<file path="src/rtl/dmem_arbiter_if.sv">
// Requester/memory bus for dmem_arbiter.
// slave  : arbiter side (consumes requests and memory read data, drives grants and memory controls).
// master : requesters plus data memory (the arbiter's environment).
// Optional error pulses exist only when DMEM_ARB_ERR_EN is defined.
interface dmem_arbiter_if #(
    parameter int DATA_W = 32,
    parameter int ADDR_W = 32
);
    logic              p0_req;
    logic              p0_we;
    logic [ADDR_W-1:0] p0_addr;
    logic [DATA_W-1:0] p0_wdata;
    logic              p0_gnt;
    logic [DATA_W-1:0] p0_rdata;
    logic              p0_rvalid;

    logic              p1_req;
    logic              p1_we;
    logic [ADDR_W-1:0] p1_addr;
    logic [DATA_W-1:0] p1_wdata;
    logic              p1_gnt;
    logic [DATA_W-1:0] p1_rdata;
    logic              p1_rvalid;

`ifdef DMEM_ARB_ERR_EN
    logic              p0_err;
    logic              p1_err;
`endif

    logic              mem_write;
    logic              mem_read;
    logic [ADDR_W-1:0] mem_addr;
    logic [DATA_W-1:0] mem_wdata;
    logic [DATA_W-1:0] mem_rdata;

    modport slave (
        input  p0_req, p0_we, p0_addr, p0_wdata,
        input  p1_req, p1_we, p1_addr, p1_wdata,
        input  mem_rdata,
        output p0_gnt, p0_rdata, p0_rvalid,
        output p1_gnt, p1_rdata, p1_rvalid,
        output mem_write, mem_read, mem_addr, mem_wdata
`ifdef DMEM_ARB_ERR_EN
        , output p0_err, p1_err
`endif
    );

    modport master (
        output p0_req, p0_we, p0_addr, p0_wdata,
        output p1_req, p1_we, p1_addr, p1_wdata,
        output mem_rdata,
        input  p0_gnt, p0_rdata, p0_rvalid,
        input  p1_gnt, p1_rdata, p1_rvalid,
        input  mem_write, mem_read, mem_addr, mem_wdata
`ifdef DMEM_ARB_ERR_EN
        , input p0_err, p1_err
`endif
    );
endinterface

</file>
<file path="src/rtl/dmem_arbiter.sv">
// Two-port arbiter in front of a single-port data memory.
// Port 0 = core load/store, port 1 = DMA/debug loader. Grants are combinational,
// round-robin on ties, and an owner keeps the memory for at most MAX_BURST
// consecutive cycles while the other port waits. Read data returns one cycle after grant.
// Optional feature: define DMEM_ARB_ERR_EN to range-check addresses against DEPTH
// (out-of-range accesses are granted but suppressed, and flagged on pN_err).
module dmem_arbiter #(
    parameter int DATA_W    = 32,
    parameter int ADDR_W    = 32,
    parameter int DEPTH     = 64,
    parameter int MAX_BURST = 4
) (
    input  logic           clk,
    input  logic           reset,
    dmem_arbiter_if.slave  bus
);
`ifdef DMEM_ARB_ERR_EN
    localparam bit ERR_EN = 1'b1;
`else
    localparam bit ERR_EN = 1'b0;
`endif
    localparam int             CW   = $clog2(MAX_BURST + 1);
    localparam logic [CW-1:0]  MAXB = CW'(MAX_BURST);

    typedef enum logic [1:0] {IDLE, OWN0, OWN1} state_t;

    state_t                    state_q, state_d;
    logic [CW-1:0]             cnt_q, cnt_d;
    logic                      last_q, last_d;

    logic [1:0]                req, we, gnt, oob;
    logic [1:0][ADDR_W-1:0]    addr;
    logic [1:0][DATA_W-1:0]    wdata;
    logic                      sel, any;

    logic [1:0][DATA_W-1:0]    rdata_q;
    logic [1:0]                rvalid_q;

    assign req   = {bus.p1_req,   bus.p0_req};
    assign we    = {bus.p1_we,    bus.p0_we};
    assign addr  = {bus.p1_addr,  bus.p0_addr};
    assign wdata = {bus.p1_wdata, bus.p0_wdata};

    // Range check collapses to constant 0 when the feature is compiled out.
    assign oob[0] = ERR_EN && (addr[0] >= ADDR_W'(DEPTH));
    assign oob[1] = ERR_EN && (addr[1] >= ADDR_W'(DEPTH));

    // FSM state register: owner of last grant, burst length, tie-break history.
    always_ff @(posedge clk or negedge reset) begin
        if (!reset) begin
            state_q <= IDLE;
            cnt_q   <= '0;
            last_q  <= 1'b1;
        end else begin
            state_q <= state_d;
            cnt_q   <= cnt_d;
            last_q  <= last_d;
        end
    end

    // Next-state: follow whichever port was granted this cycle.
    always_comb begin
        state_d = IDLE;
        cnt_d   = '0;
        last_d  = last_q;
        if (gnt[0]) begin
            state_d = OWN0;
            last_d  = 1'b0;
            cnt_d   = (state_q != OWN0) ? CW'(1) : (cnt_q == MAXB) ? cnt_q : cnt_q + CW'(1);
        end else if (gnt[1]) begin
            state_d = OWN1;
            last_d  = 1'b1;
            cnt_d   = (state_q != OWN1) ? CW'(1) : (cnt_q == MAXB) ? cnt_q : cnt_q + CW'(1);
        end
    end

    // FSM outputs: grant decision; forced low while reset is asserted.
    always_comb begin
        gnt = 2'b00;
        if (reset) begin
            case (state_q)
                IDLE:    gnt = (req == 2'b11) ? (last_q ? 2'b01 : 2'b10) : req;
                OWN0:    if (req[0] && (!req[1] || cnt_q < MAXB)) gnt = 2'b01;
                         else if (req[1])                         gnt = 2'b10;
                OWN1:    if (req[1] && (!req[0] || cnt_q < MAXB)) gnt = 2'b10;
                         else if (req[0])                         gnt = 2'b01;
                default: gnt = 2'b00;
            endcase
        end
    end

    // Memory-side mux from the granted port; idle bus is all zeros.
    always_comb begin
        any           = |gnt;
        sel           = gnt[1];
        bus.mem_write = any &  we[sel] & ~oob[sel];
        bus.mem_read  = any & ~we[sel] & ~oob[sel];
        bus.mem_addr  = any ? addr[sel]  : '0;
        bus.mem_wdata = any ? wdata[sel] : '0;
    end

    // Read return: capture memory data at the grant edge, pulse rvalid next cycle.
    always_ff @(posedge clk or negedge reset) begin
        if (!reset) begin
            rdata_q  <= '0;
            rvalid_q <= 2'b00;
        end else begin
            for (int i = 0; i < 2; i++) begin
                rvalid_q[i] <= gnt[i] & ~we[i];
                if (gnt[i] && !we[i])
                    rdata_q[i] <= oob[i] ? '0 : bus.mem_rdata;
            end
        end
    end

    assign bus.p0_gnt    = gnt[0];
    assign bus.p1_gnt    = gnt[1];
    assign bus.p0_rdata  = rdata_q[0];
    assign bus.p1_rdata  = rdata_q[1];
    assign bus.p0_rvalid = rvalid_q[0];
    assign bus.p1_rvalid = rvalid_q[1];

`ifdef DMEM_ARB_ERR_EN
    logic [1:0] err_q;

    // Error pulse lands in the response cycle for both reads and writes.
    always_ff @(posedge clk or negedge reset) begin
        if (!reset) err_q <= 2'b00;
        else        err_q <= gnt & oob;
    end

    assign bus.p0_err = err_q[0];
    assign bus.p1_err = err_q[1];
`endif
endmodule

</file>
<file path="src/flat_wrapper.sv">
// flat-port wrapper written by rule: the top's interface ports become plain ports
module dmem_arbiter_flat 
#(
    parameter int DATA_W    = 32,
    parameter int ADDR_W    = 32,
    parameter int DEPTH     = 64,
    parameter int MAX_BURST = 4
)
  (clk, reset, bus_p0_req, bus_p0_we, bus_p0_addr, bus_p0_wdata, bus_p1_req, bus_p1_we, bus_p1_addr, bus_p1_wdata, bus_mem_rdata, bus_p0_gnt, bus_p0_rdata, bus_p0_rvalid, bus_p1_gnt, bus_p1_rdata, bus_p1_rvalid, bus_mem_write, bus_mem_read, bus_mem_addr, bus_mem_wdata);
  dmem_arbiter_if #(.DATA_W(DATA_W), .ADDR_W(ADDR_W)) bus_i ();
  input  logic clk;
  input  logic reset;
  input wire logic [$bits(bus_i.p0_req)-1:0] bus_p0_req;
  input wire logic [$bits(bus_i.p0_we)-1:0] bus_p0_we;
  input wire logic [$bits(bus_i.p0_addr)-1:0] bus_p0_addr;
  input wire logic [$bits(bus_i.p0_wdata)-1:0] bus_p0_wdata;
  input wire logic [$bits(bus_i.p1_req)-1:0] bus_p1_req;
  input wire logic [$bits(bus_i.p1_we)-1:0] bus_p1_we;
  input wire logic [$bits(bus_i.p1_addr)-1:0] bus_p1_addr;
  input wire logic [$bits(bus_i.p1_wdata)-1:0] bus_p1_wdata;
  input wire logic [$bits(bus_i.mem_rdata)-1:0] bus_mem_rdata;
  output wire logic [$bits(bus_i.p0_gnt)-1:0] bus_p0_gnt;
  output wire logic [$bits(bus_i.p0_rdata)-1:0] bus_p0_rdata;
  output wire logic [$bits(bus_i.p0_rvalid)-1:0] bus_p0_rvalid;
  output wire logic [$bits(bus_i.p1_gnt)-1:0] bus_p1_gnt;
  output wire logic [$bits(bus_i.p1_rdata)-1:0] bus_p1_rdata;
  output wire logic [$bits(bus_i.p1_rvalid)-1:0] bus_p1_rvalid;
  output wire logic [$bits(bus_i.mem_write)-1:0] bus_mem_write;
  output wire logic [$bits(bus_i.mem_read)-1:0] bus_mem_read;
  output wire logic [$bits(bus_i.mem_addr)-1:0] bus_mem_addr;
  output wire logic [$bits(bus_i.mem_wdata)-1:0] bus_mem_wdata;
  assign bus_i.p0_req = bus_p0_req;
  assign bus_i.p0_we = bus_p0_we;
  assign bus_i.p0_addr = bus_p0_addr;
  assign bus_i.p0_wdata = bus_p0_wdata;
  assign bus_i.p1_req = bus_p1_req;
  assign bus_i.p1_we = bus_p1_we;
  assign bus_i.p1_addr = bus_p1_addr;
  assign bus_i.p1_wdata = bus_p1_wdata;
  assign bus_i.mem_rdata = bus_mem_rdata;
  assign bus_p0_gnt = bus_i.p0_gnt;
  assign bus_p0_rdata = bus_i.p0_rdata;
  assign bus_p0_rvalid = bus_i.p0_rvalid;
  assign bus_p1_gnt = bus_i.p1_gnt;
  assign bus_p1_rdata = bus_i.p1_rdata;
  assign bus_p1_rvalid = bus_i.p1_rvalid;
  assign bus_mem_write = bus_i.mem_write;
  assign bus_mem_read = bus_i.mem_read;
  assign bus_mem_addr = bus_i.mem_addr;
  assign bus_mem_wdata = bus_i.mem_wdata;
  dmem_arbiter #(.DATA_W(DATA_W), .ADDR_W(ADDR_W), .DEPTH(DEPTH), .MAX_BURST(MAX_BURST)) u_core (.clk(clk), .reset(reset), .bus(bus_i));
endmodule
</file>
<file path="config.mk">
export PLATFORM = sky130hd
export DESIGN_NAME = dmem_arbiter_flat
export DESIGN_NICKNAME = d
export VERILOG_FILES = /design/src/rtl/dmem_arbiter_if.sv /design/src/rtl/dmem_arbiter.sv /design/src/flat_wrapper.sv
export SDC_FILE = /design/constraint.sdc
export NUM_CORES = 1
export LEC_CHECK = 0
export ABC_AREA = 1
export BUFFER_PORTS_ARGS = -buffer_cell sky130_fd_sc_hd__buf_2
export CORE_AREA = 2 2 117 119
export DETAILED_ROUTE_END_ITERATION = 6
export DIE_AREA = 0 0 119 121
export PLACE_DENSITY = 0.75
export SYNTH_ARGS = -nofsm -noshare
export SYNTH_HDL_FRONTEND = slang
export SYNTH_SLANG_ARGS = --single-unit
</file>
<file path="constraint.sdc">
create_clock -name clk -period 2.1 [get_ports clk]
set_input_delay 0.105 -clock clk [delete_from_list [all_inputs] [get_ports clk]]
set_output_delay 0.105 -clock clk [all_outputs]
set_load 0.02 [all_outputs]
</file>
**Word-level counts from Yosys, hierarchy flattened**

Index checks and enable logic that the tools add are counted.
W data, S select, Z words.

- Add/sub/neg operators: 1
- Order comparisons: 2
- Equality and inequality tests: 6
- Mux-type cells: 26
- Bitwise gates (word level): 10
- Reduce and logical (&&, ||, !) cells: 13

Operator list:

| operator | number |
|---|---|
| $mux W32 | 6 |
| $mux W2 | 8 |
| $mux W3 | 5 |
| $and A1 B1 Y1 | 6 |
| $mux W1 | 6 |
| $pmux W2 S3 | 1 |
| $eq A2 B2 Y1 const B | 2 |
| $logic_and A1 B1 Y1 | 4 |
| $logic_not A1 Y1 | 4 |
| $not A1 Y1 | 4 |
| $add A3 B1 Y3 const B | 1 |
| $eq A3 B3 Y1 const B | 1 |
| $lt A3 B3 Y1 const B | 1 |
| $eq A2 B1 Y1 const B | 1 |
| $logic_not A2 Y1 | 1 |
| $logic_or A1 B1 Y1 | 2 |
| $lt A1 B2 Y1 const B | 1 |
| $ne A2 B1 Y1 const B | 1 |
| $ne A2 B2 Y1 const B | 1 |
| $reduce_bool A2 Y1 | 1 |
| $reduce_or A2 Y1 | 1 |

- Register bits: 72
- Bits of input ports: 166
- Output and inout bits: 134
- Logic and storage cells: 64

**Depth between registers and ports, before layout**

Gate-level depths: netlist of the first run.

- Depth after elaboration: 11
- Mapped depth: 10

**Worst setup path after synthesis of the first run**

No wires, ideal clock.

- Kind: reg2out
- From: register u_core.state_q[1]
- To: output port bus_mem_addr[18]
- Data arrival time: 1.539 ns
- Required time: 1.995 ns
- Setup slack: 0.456 ns
- Cell stages (with the launch flop): 10
- Buffers on the path: 2
- Path through: dfrtp_1 -> nand2_1 -> nand2_1 -> nor2_2 -> nand2_4 -> buf_6 -> buf_4 -> nand2_1 -> nand2_1 -> nor2_1

- Word-level cells in the longest chain between the ends: 6
- Elaborated cells on any way between the ends: 9
- Those cells by class: eq/ne: 2; mux: 5; reduce/logical: 2

Ends and longest elaborated chain:

| what | RTL line | RTL |
|---|---|---|
| from (decl) | dmem_arbiter.sv:27 | `state_t state_q, state_d;` |
| from (signal assigned) | dmem_arbiter.sv:55 | `state_q <= state_d;` |
| $eq A2 B2 Y1, or another cell as far along | dmem_arbiter.sv:81 | `case (state_q)` |
| $pmux W2 S3 (*) | dmem_arbiter.sv:81 |  |
| $mux W2 (*) | dmem_arbiter.sv:80 | `if (reset) begin` |
| $mux W32 (implied by the code) (2 in series) | dmem_arbiter.sv:98 | `bus.mem_addr = any ? addr[sel] : '0;` |
| $mux W32 (*) | dmem_arbiter.sv:98 |  |
| to (decl) | flat_wrapper.sv:30 | `output wire logic [$bits(bus_i.mem_addr)-1:0] bus_mem_addr;` |

Every way passes the cells marked *; elsewhere a longest branch is shown, timed or not. The select of a mux whose other input is x is not followed.

**Final worst setup path of the first run**

- From: register u_core.state_q[0]
- To: output port bus_mem_addr[28]

The elaborated chain is that of the path after synthesis.

==> impl_metrics.ini, run 1 <==
[outcome]
outcome = completed

[cells_and_area]
post-route-util_pct = 50.8
seqCellArea_sq_mm = 0.00181
multi_input_area_sq_mm = 0.00198
layout-drive-gt1-share_pct = 39.4
nNetsFinal = 1121
stdcell_count = 1136
syn2layout_area_growth_pct = 53.5
fillers = 1324

[sta]
worst_pin_slew_ns = 0.857
setup_ws_ns = 0.0295
final.setup_skew_ns = 0.00652
finalSetupViolCount = 0
fmax_ghz = 0.483
drv_slew = 0
fin_crit_ns = 2.07
hold_slack_ns = 0.0265
rsz0062_at_grt = true
slew_headroom_pct = 42.8
hold_viol_final = 0
period_share_pct = 98.6

[global_route]
grt_max_degree = 70
grt_pass1_wl_mm = 22.5
gr-total-overflow = 0
gr-usage-all-layers_pct = 19.8
antenna_found_initial = 2
grt_pass1_vias = 4499

[worst_hold_path]
hp-class = in -> reg

[setup_path]
path_class = reg -> out
cp.required_ns = 2.00
worstPathArrival_ns = 1.97
path_max_fanout = 12
start_kind = flop
cp-end-kind = output pin

[synth]
synth_seq_cells = 72
synthesis.nets = 822
yosysUniqueCellTypes = 24
synth_top_area_cell = dfrtp_1
yosysWarnings = 0
synth.area.top_cells = dfrtp_1 (41%), nand2_1 (19%), nor2_1 (11%)
synth_largest_type_area_fraction_pct = 41.1
synth_area_sq_mm = 0.00433
synth_cells = 654
ys_seq_area_share_pct = 41.7
postSynthAreaPerCell_sq_um = 6.62

[floorplan]
core_sq_mm = 0.0131
start_util_pct = 33.1
die_y_um = 121
row_count = 42
io_pins = 300
die-area_sq_mm = 0.0144
die_x_um = 119

[place]
dp_hpwl_mm = 11.2
pre_cts_ws_ns = 0.0390
port-buffer-count = 299
gp_congestion = 0.911
dpl.cell_count = 1107

[clock_tree]
clkSlewWorstSetupHoldPaths_ns = 0.06
cts_buffers = 9
clock_latency_ns = 0.33
cts_tree = done
cts_root_buf = clkbuf_16
htree_levels = 3
cts_sinks = 72
cts_buffer_depth = 2

[power_and_ir_drop]
powerDensity_mw_per_mm2 = 980
power.total_mw = 6.51
ir_worst_vdd_mv = 0.404
p_leak_nw = 4.19

[detailed_routing]
num_vias = 5007
antenna_left = 0
drtIter0Drc = 361
routed_wl_mm = 15.4
drc = 0
avgRoutedWirePerCell_um = 13.6
first_pass_iters = 4
via_per_inst = 4.41

[job]
cap_violations = 0
-- layout by cell type, fill, tap and decap left out, types with 2 or more instances in the layout --
cell type | netlist | layout
buf_16 | 0 | 2
nor2_4 | 1 | 6
dfrtp_2 | 0 | 2
dfrtp_1 | 71 | 69
nand2_2 | 1 | 4
inv_1 | 112 | 112
nand3_4 | 1 | 2
clkinvlp_4 | 0 | 2
nand2_1 | 215 | 210
ha_1 | 2 | 2
buf_2 | 10 | 254
diode_2 | 0 | 2
nand2_4 | 2 | 3
nand2_8 | 0 | 4
clkbuf_16 | 0 | 12
nor2_1 | 130 | 111
buf_12 | 0 | 2
buf_6 | 17 | 9
inv_8 | 0 | 2
inv_6 | 0 | 2
nor2_2 | 2 | 16
buf_4 | 3 | 48
o21ai_0 | 44 | 44
inv_2 | 2 | 2
nand3_1 | 6 | 5
nand3_2 | 2 | 2
nand4_1 | 2 | 2
o21ai_1 | 24 | 24
-- per-stage QoR --
step | instance area (sq um) | TNS, ns
after floorplan | 4330 | 0
after global placement | 5880 | 0
after detailed placement | 5880 | 0
after CTS | 6310 | 0
after global routing | 6650 | -1.51
final | 6650 | 0
-- per-layer routing --
metal | routed length [um] | vias up | GRT usage (%) | part of all wire (%)
met2 | 7910 | 224 | 35.4 | 51
met5 | 0 | - | 0 | 0
met4 | 354 | 0 | 6.40 | 2.3
met3 | 1290 | 23 | 6.86 | 8.4
li1 | - | 2527 | - | -
met1 | 5830 | 2233 | 22.1 | 38
-- sequential cells by signal, summed over array words and instances (netlist names) --
signal and cells:
u_core.rvalid_q 2, u_core.bus.p1_rdata 32, u_core.last_q 1, u_core.state_q 2, u_core.bus.p0_rdata 32, u_core.cnt_q 3
-- report_power, final --
part           internal, mW  switching [mW]  total, mW
Clock                 0.825           0.620       1.45
Combinational          1.08            1.89       2.97
Sequential             1.86           0.236       2.09
-- area by class of cell --
cell class / count / area share, %
Sequential cell: 72 / 27.2
Clock buffer: 9 / 3.39
Antenna cell: 2 / 0.0753
Multi-Input combinational cell: 437 / 29.9
Clock inverter: 7 / 0.960
Tap cell: 176 / 3.31
Timing Repair Buffer: 319 / 28.8
Inverter: 114 / 6.44
-- critical path: stages, from the launching register on --
cell	delay, ns
dfrtp_2	0.46
nor2_2	0.17
nand2_1	0.10
nand3_4	0.15
nand2_8	0.12
buf_4	0.18
nand2_8	0.09
nand2_1	0.06
nor2_1	0.11
buf_2	0.18
-- worst paths after layout --
path                                         startpoint                      end  slack (ns)  cells after the start
worst max-delay path                  u_core.state_q[0]         bus_mem_addr[28]        0.03                      9
worst min-delay path                  bus_mem_rdata[19]  u_core.bus.p1_rdata[19]        0.03                      3
worst max register to register        u_core.state_q[0]  u_core.bus.p1_rdata[24]        0.30                      8
worst min register to register  u_core.bus.p1_rdata[27]  u_core.bus.p1_rdata[27]        0.48                      2
max in group asynchronous                         reset        u_core.state_q[1]        0.87                      3
min in group asynchronous                         reset  u_core.bus.p1_rdata[14]        0.14                      2
-- cells by family after synthesis --
family / synth area share (%)
AO/OA/AOI/OAI: 7.86
XOR/XNOR: 0.202
adder cells (fa/ha/maj): 0.578
buffers and inverters: 16.6
flip-flops: 41.7
AND/OR/NAND/NOR: 33.1
-- cells in the mapped netlist --
library cell  count
nand3_1           6
nor2_2            2
inv_2             2
o21ai_1          24
xor2_1            1
nor2_4            1
nand2_4           2
buf_2            10
or2_2             1
nand4_1           2
nor2_1          130
clkbuf_1          3
nand3_4           1
nand3_2           2
inv_1           112
nand2_1         215
nand2_2           1
buf_6            17
dfstp_2           1
o21ai_0          44
clkbuf_8          1
dfrtp_1          71
buf_4             3
ha_1              2
-- timing repair --
| action | 4_1_cts | 5_1_grt |
|---|---|---|
| endpoints found under the setup margin | 63 | 63 |
| hold endpoints to repair | 3 | 0 |
| buffers inserted | 3 | 0 |
| gates cloned | 2 | 5 |
| hold buffers | 1 | 0 |
| pin swaps | 5 | 7 |
| gates resized for setup | 20 | 78 |
Power figures use the tool's default switching activity.
==> inputs of run 2 (changes only) <==
==> constraint.sdc (replaced) <==
create_clock -name clk -period 2.1 [get_ports clk]
set_input_delay 0.105 -clock clk [delete_from_list [all_inputs] [get_ports clk]]
set_output_delay 0.105 -clock clk [all_outputs]
set_load 0.05 [all_outputs]
==> run 2 against run 1 <==
The flow now finishes with violations (setup timing). Non-clock buffer count down 1. Utilization up 3.1 points. Combinational power up 58%. Register-to-register slack better by 0.08 ns. Final cell count down 0.18%. Worst setup slack worse by 0.046 ns. Sequential share of layout area down 1.6 points. Critical path type unchanged. Critical endpoint is now bus_mem_wdata[9].
==> impl_metrics.ini, run 2 (synthesis results as in run 1) <==
[setup_path]
cp-end-kind = output pin
ff2ff_setup_slack_ns = 0.38
worst-path-buf-inv = 2
crit_family = simple AND/OR/NAND/NOR gates
path_max_fanout = 11
cpPeakStageDelay_ns = 0.46
r2r-end = u_core.bus.p1_rdata[30]
path_class = reg -> out
r2r_cells = 9
start_kind = flop
r2r_start = u_core.state_q[1]
path_cells = nor2_2 -> nand2_1 -> nand3_4 -> nand2_8 -> nand2_8 -> clkbuf_16 -> nand2_1 -> nor2_2 -> buf_6
cp.required_ns = 2.00
worstPathArrival_ns = 2.01
slowest_stage = dfrtp_2

[clock_tree]
clkSlewWorstSetupHoldPaths_ns = 0.06
cts_buffers = 9
cts_sinks = 72
htree_levels = 3
cts_buffer_depth = 2
cts_tree = done
clock_latency_ns = 0.32
cts_root_buf = clkbuf_16

[sta]
setup_ws_ns = -0.0161
worst_pin_slew_ns = 0.871
fin_crit_ns = 2.12
final.setup_skew_ns = 0.00653
drv_slew = 0
hold_viol_final = 0
period_share_pct = 101
fmax_ghz = 0.473
rsz0062_at_grt = true
slew_headroom_pct = 42.0
finalSetupViolCount = 4
setup_tns_ns = -0.0326

[worst_hold_path]
holdPathEnd = u_core.bus.p0_rdata[25]
hp-class = in -> reg
min-delay-start = bus_mem_rdata[25]
hold_depth = 3

[global_route]
gr-total-overflow = 0
grt_max_degree = 71
grt_pass1_vias = 4656
antenna_found_initial = 4
gr-usage-all-layers_pct = 20.3
grt_pass1_wl_mm = 23.0

[place]
dp_hpwl_mm = 11.2
pre_cts_ws_ns = 0.181
port-buffer-count = 299
gp_congestion = 0.895
dpl-instance-area_sq_mm = 0.00599

[cells_and_area]
layout_commonest_cell = buf_2
post-route-util_pct = 53.9
multi_input_area_sq_mm = 0.00199
fillers = 1252
nNetsFinal = 1117
layout-drive-gt1-share_pct = 41.6
finalInstanceArea_sq_mm = 0.00705
syn2layout_area_growth_pct = 62.9
seqCellArea_sq_mm = 0.00181
final_cell_mix = buf_2 (233), nand2_1 (212), inv_1 (111)

[floorplan]
io_pins = 300
row_count = 42
core_sq_mm = 0.0131
die-area_sq_mm = 0.0144
start_util_pct = 33.1
die_y_um = 121
die_x_um = 119

[outcome]
outcome = complete, but fails checks
violations = setup timing

[power_and_ir_drop]
p_leak_nw = 4.24
powerDensity_mw_per_mm2 = 1180
power.total_mw = 8.31
ir_worst_vdd_mv = 0.490

[detailed_routing]
first_pass_iters = 4
avgRoutedWirePerCell_um = 13.9
drc = 0
drtIter0Drc = 415
antenna_left = 0
num_vias = 5031
via_per_inst = 4.44
routed_wl_mm = 15.8

[job]
cap_violations = 0
==> run 2: cell types whose count changed in the layout (fill, tap and decap cells not counted), sizes merged <==
cell    change
buf         -1
inv         -1
nand2       -3
diode       +2
bufinv      +1
==> run 2: layer usage <==
metal  GRT usage [%]  routed length, um  vias to the layer above
met2            35.6               7980                      234
li1                -                  -                     2511
met3            4.98               1260                       30
met5               0                  0                        -
met4            8.93                352                        0
met1            23.5               6160                     2256
==> run 2: how the worst max path moves through the flow <==
| stage | depth (start not counted) | endpoint | slack [ns] | start |
|---|---|---|---|---|
| after floorplan | 9 | bus_mem_addr[18] | 0.09 | u_core.state_q[1] |
| after detailed placement | 10 | bus_mem_wdata[18] | 0.18 | u_core.state_q[1] |
| after global placement | 8 | bus_mem_wdata[18] | 0.21 | u_core.last_q |
| final | 9 | bus_mem_wdata[9] | -0.02 | u_core.state_q[0] |
| after global routing | 9 | bus_mem_wdata[31] | -0.11 | u_core.state_q[0] |
| after CTS | 9 | bus_mem_wdata[1] | -0.006 | u_core.state_q[0] |
==> run 2: area by class of cell <==
cell class,instances,area share (%)
Clock buffer,9,3.20
Clock inverter,7,1.08
Inverter,114,6.07
Timing Repair Buffer,318,32.6
Sequential cell,72,25.6
Tap cell,176,3.12
Antenna cell,4,0.142
Multi-Input combinational cell,434,28.2
==> run 2: repair_timing <==
| item | 4_1_cts | 5_1_grt |
|---|---|---|
| setup endpoints to repair | 65 | 66 |
| gates cloned | 2 | 4 |
| buffers inserted | 0 | 4 |
| pin swaps | 2 | 6 |
| endpoints found under the hold margin | 2 | 0 |
| resized for setup | 81 | 121 |
| hold buffers | 1 | 0 |
==> run 2: power breakdown <==
group	total (mW)	leakage [nW]	internal, mW	switching [mW]
combinational	4.69	3.20	1.29	3.40
sequential	2.10	0.903	1.86	0.244
clock	1.52	0.143	0.929	0.591
==> run 2: worst reg2reg max path: cells and delay by family, from the launching register on <==
family	cells	cell delay [ns]
simple gates	5	0.60
buf+inv	3	0.45
compound gates	1	0.09
flops	1	0.46
==> run 2: through the flow <==
step,hold WS [ns],instances
detailed placement,-0.0721,1103
CTS,0.0178,1122
finish,0.0277,1134
floorplan,-0.191,654
global placement,-0.0752,1103
global route,0.0291,1134
